[src/rtl/alu_share_arbiter.sv]
// Round-robin arbiter sharing one combinational 16-bit ALU between two requesters.
// Registers the winning op, holds it ALU_LATENCY cycles, captures the result and pulses the winner's response.
module alu_share_arbiter #(
    parameter int WIDTH       = 16,
    parameter int OPW         = 4,
    parameter int ALU_LATENCY = 1
) (
    input  logic             clk,
    input  logic             reset,
    input  logic             req0_valid,
    input  logic [OPW-1:0]   req0_op,
    input  logic [WIDTH-1:0] req0_a,
    input  logic [WIDTH-1:0] req0_b,
    output logic             req0_ready,
    input  logic             req1_valid,
    input  logic [OPW-1:0]   req1_op,
    input  logic [WIDTH-1:0] req1_a,
    input  logic [WIDTH-1:0] req1_b,
    output logic             req1_ready,
    output logic             resp0_valid,
    output logic             resp1_valid,
    output logic [WIDTH-1:0] resp_result,
    output logic             resp_zero,
    output logic             resp_overflow,
    output logic [OPW-1:0]   alu_op,
    output logic [WIDTH-1:0] alu_a,
    output logic [WIDTH-1:0] alu_b,
    input  logic [WIDTH-1:0] alu_result,
    input  logic             alu_zero,
    input  logic             alu_overflow,
    output logic             busy
);
    typedef enum logic [1:0] {IDLE = 2'd0, ISSUE = 2'd1, RESP = 2'd2} state_t;

    localparam logic [3:0] CNT_LOAD = 4'(ALU_LATENCY - 1);

    state_t     state;
    state_t     state_next;
    logic       last_grant;
    logic       grant;
    logic [3:0] cnt;
    logic       accept;

    // last_grant==1 means requester 0 wins the next tie.
    always_comb begin
        req0_ready = 1'b0;
        req1_ready = 1'b0;
        if (state == IDLE) begin
            req0_ready = req0_valid && (!req1_valid || last_grant);
            req1_ready = req1_valid && (!req0_valid || !last_grant);
        end
    end

    assign accept = req0_ready || req1_ready;

    always_ff @(posedge clk or posedge reset) begin
        if (reset) state <= IDLE;
        else       state <= state_next;
    end

    always_comb begin
        state_next = state;
        case (state)
            IDLE:    if (accept) state_next = ISSUE;
            ISSUE:   if (cnt == 4'd0) state_next = RESP;
            RESP:    state_next = IDLE;
            default: state_next = IDLE;
        endcase
    end

    always_ff @(posedge clk or posedge reset) begin
        if (reset) begin
            last_grant    <= 1'b1;
            grant         <= 1'b0;
            cnt           <= 4'd0;
            alu_op        <= '0;
            alu_a         <= '0;
            alu_b         <= '0;
            resp_result   <= '0;
            resp_zero     <= 1'b0;
            resp_overflow <= 1'b0;
        end else begin
            case (state)
                IDLE: begin
                    if (accept) begin
                        grant      <= req1_ready;
                        last_grant <= req1_ready;
                        cnt        <= CNT_LOAD;
                        alu_op     <= req1_ready ? req1_op : req0_op;
                        alu_a      <= req1_ready ? req1_a  : req0_a;
                        alu_b      <= req1_ready ? req1_b  : req0_b;
                    end
                end
                ISSUE: begin
                    // Operands stay put while the ALU settles; sample once the count runs out.
                    if (cnt != 4'd0) begin
                        cnt <= cnt - 4'd1;
                    end else begin
                        resp_result   <= alu_result;
                        resp_zero     <= alu_zero;
                        resp_overflow <= alu_overflow;
                    end
                end
                default: ;
            endcase
        end
    end

    assign busy        = (state != IDLE);
    assign resp0_valid = (state == RESP) && !grant;
    assign resp1_valid = (state == RESP) && grant;

endmodule

[config.mk]
export PLATFORM = sky130hd
export DESIGN_NAME = alu_share_arbiter
export DESIGN_NICKNAME = d
export VERILOG_FILES = /design/src/rtl/alu_share_arbiter.sv
export SDC_FILE = /design/constraint.sdc
export NUM_CORES = 1
export LEC_CHECK = 0
export ABC_AREA = 0
export CORE_ASPECT_RATIO = 2
export CORE_UTILIZATION = 56
export DETAILED_ROUTE_END_ITERATION = 10
export DONT_BUFFER_PORTS = 1
export GPL_TIMING_DRIVEN = 0
export PLACE_DENSITY = 0.81
export RECOVER_POWER = 100
export SYNTH_ARGS = -nofsm -noshare
export SYNTH_HDL_FRONTEND = slang
export SYNTH_SLANG_ARGS = --single-unit
[constraint.sdc]
create_clock -name clk -period 4.4 [get_ports clk]
set_input_delay 0.66 -clock clk [delete_from_list [all_inputs] [get_ports clk]]
set_output_delay 0.66 -clock clk [all_outputs]
set_load 0.01 [all_outputs]
==> reports/summary.txt, run 1 <==
Initial antenna violation count: 0
Critical Path RT: 3.74 ns
EDFF count, synth: 0
Overall power: 0.00253 W
Worst-Skew Late Latency: 0.33 ns
Via count: 2,043
Design area: 0.00312 mm²
CTS tree: yes
Ys Warns: 0
Storage element area: 0.00155 mm²
Syn Inst Count: 278
RSZ-0062 raised after global routing: no
Status: finished, final reports clean
Vias in the first global route: 2,188
Ant diodes: 0
CTS HTree Levels: 3
Worst slew pin tran: 0.956 ns
# rows: 37
Multi-input gate area: 0.00116 mm²
Number of vias per cell: 5.79
Post-CTS Hold Buffers: 0
Max transition margin: 0.362
Final hold slack: 0.406 ns
Clk sinks: 62
Worst Path Arrival: 2.28 ns
Root buf cell: clkbuf_8
Syn Std Cell Area: 0.00302 mm²
Total gr overflow: 0
Max Fanout on Critical Path: 10
Clock transition at path regs: 0.07 ns
Commonest cells after routing, fill and taps aside: dfrtp_1, nor2_1, a21oi_1, nand2_1, a21oi_2
Share of the synthesized area in the top cell type: 0.505
Largest net degree at the start of global routing: 40
Area grow syn2layout: 3.15%
Main flop type after synthesis: dfrtp_1
Die span in x: 53.9 µm
Drt total wl: 6110 µm
Die height: 106 µm
Fmax: 0.340 GHz
DRC: 0
Crit. End Element: output port
Count of different cell masters after synthesis: 35
Post-route core utilization: 0.601
Final GP Congestion: 0.789
Final setup viols: 0
Total die area: 0.00571 mm²
Largest area contributor in the netlist: dfrtp_1
Critical path startpoint category: flip-flop
Worst Setup Path Type: reg2out
GRT Util Overall: 0.238
Final hold viol count: 0
Final Cycle Share: 0.668
Max-slew violations: 0
Placed Area: 0.00311 mm²
Mapped Nets: 374
Wirelength per Cell: 17.3 µm
Average size of a mapped cell: 10.9 µm²
Cell Pwr Density: 812 mW/mm²
Clk buf depth: 2
Post-layout min period: 2.94 ns
Hpwl dp: 4650 µm
Pleak: 1.38 nW
Setup TNS: 0 ns
First-pass GRT wire length: 9640 µm
Initial Util: 0.583
Hold Path Class: in2reg
Async set-or-reset flop fraction in the synthesized netlist: 1.00
IO Pins: 153
Drt pass-1 iters: 4
Starting DRT DRC Count: 63
Fillers: 473
Setup bufs post-CTS: 0
Worst Skew: 0.00574 ns
Seq/Total Area, Yosys: 0.514
VDD IR max: 521 µV
Max_cap viols: 0
Resized Gates After CTS: 0
CORE AREA: 0.00518 mm²
Clock buffer count from CTS: 9
Antenna viol nets, final: 0
Synth area leaders: dfrtp_1, a21oi_2, nor2_1
IO Port Bufs: 0
Layout cells sized above 1: 0.217
Net count, final: 386
Commonest non-fill, non-tap cell in the layout: dfrtp_1
Register bit total from synthesis: 62
-- state kept, by name, indices dropped and copies added (netlist names) --
register	count
state	2
resp_overflow	1
alu_b	16
resp_result	16
last_grant	1
alu_a	16
cnt	4
alu_op	4
grant	1
resp_zero	1
-- final cells by class --
type | count | area share
clock buffer | 14 | 0.0586
sequential | 62 | 0.498
clock inverter | 2 | 0.0120
inverter | 7 | 0.00884
timing repair buffer | 1 | 0.00643
tap | 58 | 0.0233
buffer | 15 | 0.0209
multi-input combinational | 194 | 0.371
-- cells in the mapped netlist, types with 2 or more instances --
cell	n
nor2_1	40
mux2i_1	2
inv_1	6
nor3b_1	2
nand3_1	2
mux2_4	9
buf_2	6
o21ai_0	2
mux2_2	9
clkbuf_1	4
buf_12	2
ha_1	2
nand2_1	39
a21oi_2	58
dfrtp_1	61
a21oi_1	15
-- metrics by stage --
stage | std cells | worst slack (ns)
after floorplan | 278 | 2.20
after global placement | 336 | 1.61
after detailed placement | 337 | 2.29
after CTS | 353 | 2.09
after global routing | 353 | 1.28
final | 353 | 1.46
-- where the power goes --
group,switching (W),internal (W)
clock network,0.000207,0.000324
logic,0.000500,0.000344
registers,0.000306,0.000847
total,0.00101,0.00152
-- logic make-up (layout without fill, tap and decap cells) --
group | Yosys count | count (layout) | share of synthesized area
AOI/OAI and AO/OA | 81 | 81 | 0.211
DFF | 62 | 62 | 0.514
adders and majority gates | 2 | 2 | 0.00828
and+or+nand+nor | 91 | 91 | 0.132
muxes | 20 | 20 | 0.0849
buffers and inverters | 22 | 39 | 0.0497
-- worst paths after layout --
path,slack (ns),start,endpoint,cells after the start
min in group asynchronous,0.43,reset,alu_a[13],1
max in group asynchronous,3.19,reset,last_grant,2
hold / removal,0.41,req0_valid,last_grant,1
hold reg to reg,0.51,cnt[3],cnt[3],1
setup / recovery,1.46,state[0],req1_ready,4
setup reg to reg,2.05,state[0],alu_op[2],6
-- worst max-delay path, cell delays in order (launching register included) --
cell	delay, ns
dfrtp_1	0.42
nor3b_1	0.34
nand2_1	0.32
clkinvlp_2	0.35
clkbuf_1	0.51
-- routing by layer --
metal	track usage	wire length, µm	up-vias
met2	0.402	3400	95
met1	0.230	2160	978
met3	0.0693	429	11
met5	0	0	-
li1	-	-	959
met4	0.164	125	0
Power figures use the tool's default switching activity.
==> run 2: changes to the inputs <==
- clock period: 4.4 -> 2.8 ns (I/O delays scaled with it)
==> run 2 against run 1 <==
  * Sequential share of layout area decreased by 1.5 points
  * Wire length increased by 0.33%
  * Cell area increased by 3.0%
  * Non-clock buffer count unchanged
  * Via count increased by 1.3%
  * Register-to-register slack got worse by 1.2 ns
  * Die area unchanged
  * Global-route usage unchanged
  * Flip-flop and latch count unchanged
  * Final cell count unchanged
  * First-iteration DRC count decreased by 21%
  * Critical path depth unchanged
  * Critical path type unchanged
  * Highest routed layer unchanged
==> reports/summary.txt, run 2 (same netlist as run 1, synthesis figures left out) <==
Status: finished, final reports clean
Critical path startpoint category: flip-flop
Placed insts: 337
Initial Util: 0.583
Commonest cells after routing, fill and taps aside: dfrtp_1, a21oi_2, nor2_1, nand2_1, a21oi_1
Total die area: 0.00571 mm²
Largest stage delay on the critical path: 0.42 ns
Total gr overflow: 0
Max transition margin: 0.392
Crit-path cells: nor3b_1 -> nand2_1 -> inv_6 -> buf_8
Worst setup path start: state[0]
Commonest non-fill, non-tap cell in the layout: dfrtp_1
Fillers: 450
Drt pass-1 iters: 4
Reg-to-Reg Start: state[1]
Cell Pwr Density: 1270 mW/mm²
Drt total wl: 6130 µm
Setup bufs post-CTS: 0
CTS HTree Levels: 3
Clk sinks: 62
Largest registers: alu_a x16, alu_b x16, resp_result x16
IO Port Bufs: 0
Root buf cell: clkbuf_8
GRT Util Overall: 0.238
Max_cap viols: 0
Post-layout min period: 2.31 ns
Hold Path Class: in2reg
Area grow syn2layout: 6.26%
Storage element area: 0.00155 mm²
Final GP Congestion: 0.789
Post-CTS Hold Buffers: 0
Hpwl dp: 4650 µm
Largest net degree at the start of global routing: 40
# rows: 37
Clock buffer count from CTS: 9
Fmax: 0.434 GHz
Non-filler instance count after layout: 353
Resized Gates After CTS: 0
VDD IR max: 815 µV
Final Cycle Share: 0.823
Initial antenna violation count: 0
Design area: 0.00321 mm²
Wirelength per Cell: 17.4 µm
Die height: 106 µm
Pleak: 1.39 nW
Vias in the first global route: 2,188
First-pass GRT wire length: 9640 µm
Die span in x: 53.9 µm
Ant diodes: 0
Placed Area: 0.00311 mm²
Max-slew violations: 0
Slowest CP cell: dfrtp_1
Clock transition at path regs: 0.07 ns
Worst hold start: req0_valid
CTS tree: yes
Antenna viol nets, final: 0
Clk buf depth: 2
Via count: 2,069
Setup TNS: 0 ns
Final hold viol count: 0
Final setup viols: 0
IO Pins: 153
Worst Path Arrival: 1.89 ns
Final hold slack: 0.155 ns
Starting DRT DRC Count: 50
Worst slew pin tran: 0.912 ns
Worst-Skew Late Latency: 0.33 ns
Max Fanout on Critical Path: 10
Critical Path RT: 2.38 ns
Crit. End Element: output port
Worst Setup Path Type: reg2out
Multi-input gate area: 0.00122 mm²
RSZ-0062 raised after global routing: no
Worst Skew: 0.00538 ns
DRC: 0
CORE AREA: 0.00518 mm²
Layout cells sized above 1: 0.281
Number of vias per cell: 5.86
Net count, final: 386
[run 2: cell type report]
type | instances | share of cell area
sequential | 62 | 0.484
multi-input combinational | 194 | 0.381
clock buffer | 14 | 0.0569
buffer | 15 | 0.0331
tap | 58 | 0.0226
clock inverter | 2 | 0.0117
inverter | 7 | 0.00975
timing repair buffer | 1 | 0.00156
[run 2: path summary, 6_finish.rpt]
kind                       depth (start not counted)  slack [ns]        endpoint
max reg2reg                                        4        0.81  resp_result[1]
max                                                4        0.49      req1_ready
max in group asynchronous                          2        1.22       alu_b[15]
min                                                1        0.15      last_grant
min in group asynchronous                          1        0.16       alu_a[13]
min reg2reg                                        1        0.51          cnt[3]
[run 2: worst max-delay path, delay by kind of cell, from the launching register on]
kind	cells	cell delay, ns
and+or+nand+nor	2	0.71
DFF	1	0.42
buffers and inverters	2	0.42
[run 2: metrics by stage]
stage / setup WS [ns] / power (W) / util
finish: 0.495 / 0.00408 / 0.619
global route: 0.344 / 0.00437 / 0.619
CTS: 0.733 / 0.00430 / 0.643
detailed placement: 1.12 / 0.00345 / 0.600
global placement: 0.255 / 0.00338 / 0.597
floorplan: 0.840 / 0.00312 / -
[run 2: report_power, final]
part	total [W]	internal (W)	switching [W]
combinational	0.00143	0.000598	0.000829
sequential	0.00182	0.00133	0.000483
clock	0.000836	0.000509	0.000327
[run 2: routing by layer]
layer	routed length (µm)	vias to the layer above	GRT usage
met5	0	-	0
met4	133	0	0.164
met3	473	12	0.0693
met2	3400	106	0.402
met1	2130	992	0.230
li1	-	959	-
==> run 3: changes to the inputs <==
- clock period: 2.8 -> 2.2 ns (I/O delays scaled with it)
==> run 3 against run 2 <==
  * Via count fell by 0.48%
  * Die area is the same
  * Register-to-register slack got worse by 0.49 ns
  * Core utilization increased by 0.70 points
  * First-iteration DRC count increased by 4.0%
  * Final cell count up 0.28%
  * Global-route usage unchanged
  * Clock skew is essentially flat
  * Non-clock buffer count rose by 1
  * Total power up 28%
  * Wire length decreased by 0.42%
  * Critical path type unchanged
  * Largest cell class unchanged
  * Largest power group unchanged
==> reports/summary.txt, run 3 (same netlist as run 1, synthesis figures left out) <==
Worst Setup EP: req1_ready
Post-layout min period: 1.96 ns
Hpwl dp: 4650 µm
IO Port Bufs: 0
R2R depth: 6
Area grow syn2layout: 7.46%
Ant diodes: 0
Worst slew pin tran: 0.902 ns
Worst setup path start: state[0]
Fmax: 0.510 GHz
IO Pins: 153
Die span in x: 53.9 µm
Post-route core utilization: 0.626
Final Cycle Share: 0.891
Drt total wl: 6100 µm
Final hold viol count: 0
Slowest CP cell: dfrtp_1
Critical Path RT: 1.87 ns
CTS tree: yes
Reg-to-reg endpoint: alu_b[2]
Worst slack, placed: 0.609 ns
Total die area: 0.00571 mm²
Root buf cell: clkbuf_8
Storage element area: 0.00155 mm²
Initial antenna violation count: 0
Reg-to-Reg Start: state[0]
Via count: 2,059
RSZ-0062 raised after global routing: no
Final setup margin: 0.239 ns
Status: finished, final reports clean
Largest net degree at the start of global routing: 40
First-pass GRT wire length: 9640 µm
Wirelength per Cell: 17.2 µm
Final hold slack: 0.0640 ns
Crit. End Element: output port
Initial Util: 0.583
Largest registers: alu_a x16, alu_b x16, resp_result x16
Die height: 106 µm
Clk sinks: 62
Max Fanout on Critical Path: 10
Clock transition at path regs: 0.07 ns
Worst-Skew Late Latency: 0.34 ns
Number of vias per cell: 5.82
VDD IR max: 1050 µV
Commonest cells after routing, fill and taps aside: dfrtp_1, a21oi_2, nor2_1, nand2_1, a21oi_1
Final GP Congestion: 0.789
Largest stage delay on the critical path: 0.43 ns
R2R setup slack: 0.32 ns
Cell Pwr Density: 1610 mW/mm²
# rows: 37
Worst Setup Path Type: reg2out
Non-filler instance count after layout: 354
CTS HTree Levels: 3
Max-slew violations: 0
Critical path startpoint category: flip-flop
Layout cells sized above 1: 0.294
Crit-path cells: nor3b_2 -> nand2_2 -> inv_6 -> buf_8
Net count, final: 387
Starting DRT DRC Count: 52
Drt pass-1 iters: 4
CORE AREA: 0.00518 mm²
Final setup viols: 0
Fillers: 449
Commonest non-fill, non-tap cell in the layout: dfrtp_1
Antenna viol nets, final: 0
Pleak: 1.40 nW
Placed insts: 337
Clk buf depth: 2
Resized Gates After CTS: 0
Total gr overflow: 0
Clock buffer count from CTS: 9
Multi-input gate area: 0.00124 mm²
Worst Path Arrival: 1.63 ns
Max_cap viols: 0
Max transition margin: 0.398
DRC: 0
Hold Path Class: in2reg
Vias in the first global route: 2,188
Worst Skew: 0.00521 ns
GRT Util Overall: 0.238
## run 3: changes by cell type in the layout (fill, tap and decap cells not counted), sizes merged
cell	change
buf	-2
clkbuf	+2
dlygate4sd3	+1
## run 3: metal layers
| metal | part of all wire | global-route usage |
|---|---|---|
| met4 | 0.033 | 0.164 |
| met5 | 0 | 0 |
| met3 | 0.074 | 0.0693 |
| met1 | 0.35 | 0.230 |
| met2 | 0.54 | 0.402 |
## run 3: what timing repair did
action	in CTS	in global routing
endpoints found under the hold margin	23	0
hold buffers	1	0
buffers inserted	0	0
## run 3: worst min-delay path by stage
stage                           from    endpoint  slack, ns  depth (start not counted)
after floorplan           req0_valid  last_grant       0.39                          1
after global placement    req0_valid  last_grant       0.40                          1
after detailed placement       reset   alu_a[13]       0.28                          1
after CTS                 req0_valid  last_grant       0.05                          1
after global routing      req0_valid  last_grant       0.06                          1
final                     req0_valid  last_grant       0.06                          1
## run 3: cell type report
| type | instances | share of cell area |
|---|---|---|
| plain buffers | 15 | 0.0328 |
| clock buffers | 14 | 0.0563 |
| clock inverters | 2 | 0.0116 |
| inverters | 7 | 0.00964 |
| multi-input cells | 194 | 0.384 |
| flip-flops and latches | 62 | 0.478 |
| well taps | 58 | 0.0224 |
| repair buffers | 2 | 0.00540 |
## run 3: through the flow
step / instance area [µm²] / setup TNS (ns) / total power [W]
after detailed placement: 3110 / 0 / 0.00439
after CTS: 3340 / 0 / 0.00547
final: 3250 / 0 / 0.00522
after global placement: 3090 / -15.27 / 0.00430
after floorplan: 3020 / 0 / 0.00398
after global routing: 3250 / 0 / 0.00559
## run 3: power breakdown
part,total (W),switching (W),internal (W),leakage [nW]
combinational,0.00184,0.00106,0.000775,0.580
clock,0.00107,0.000424,0.000647,0.109
sequential,0.00231,0.000616,0.00170,0.713
## run 3: worst max-delay path: cells and delay by family (launching register included)
| family | cells | cell delay [ns] |
|---|---|---|
| buf+inv | 2 | 0.36 |
| flops | 1 | 0.43 |
| simple gates | 2 | 0.50 |
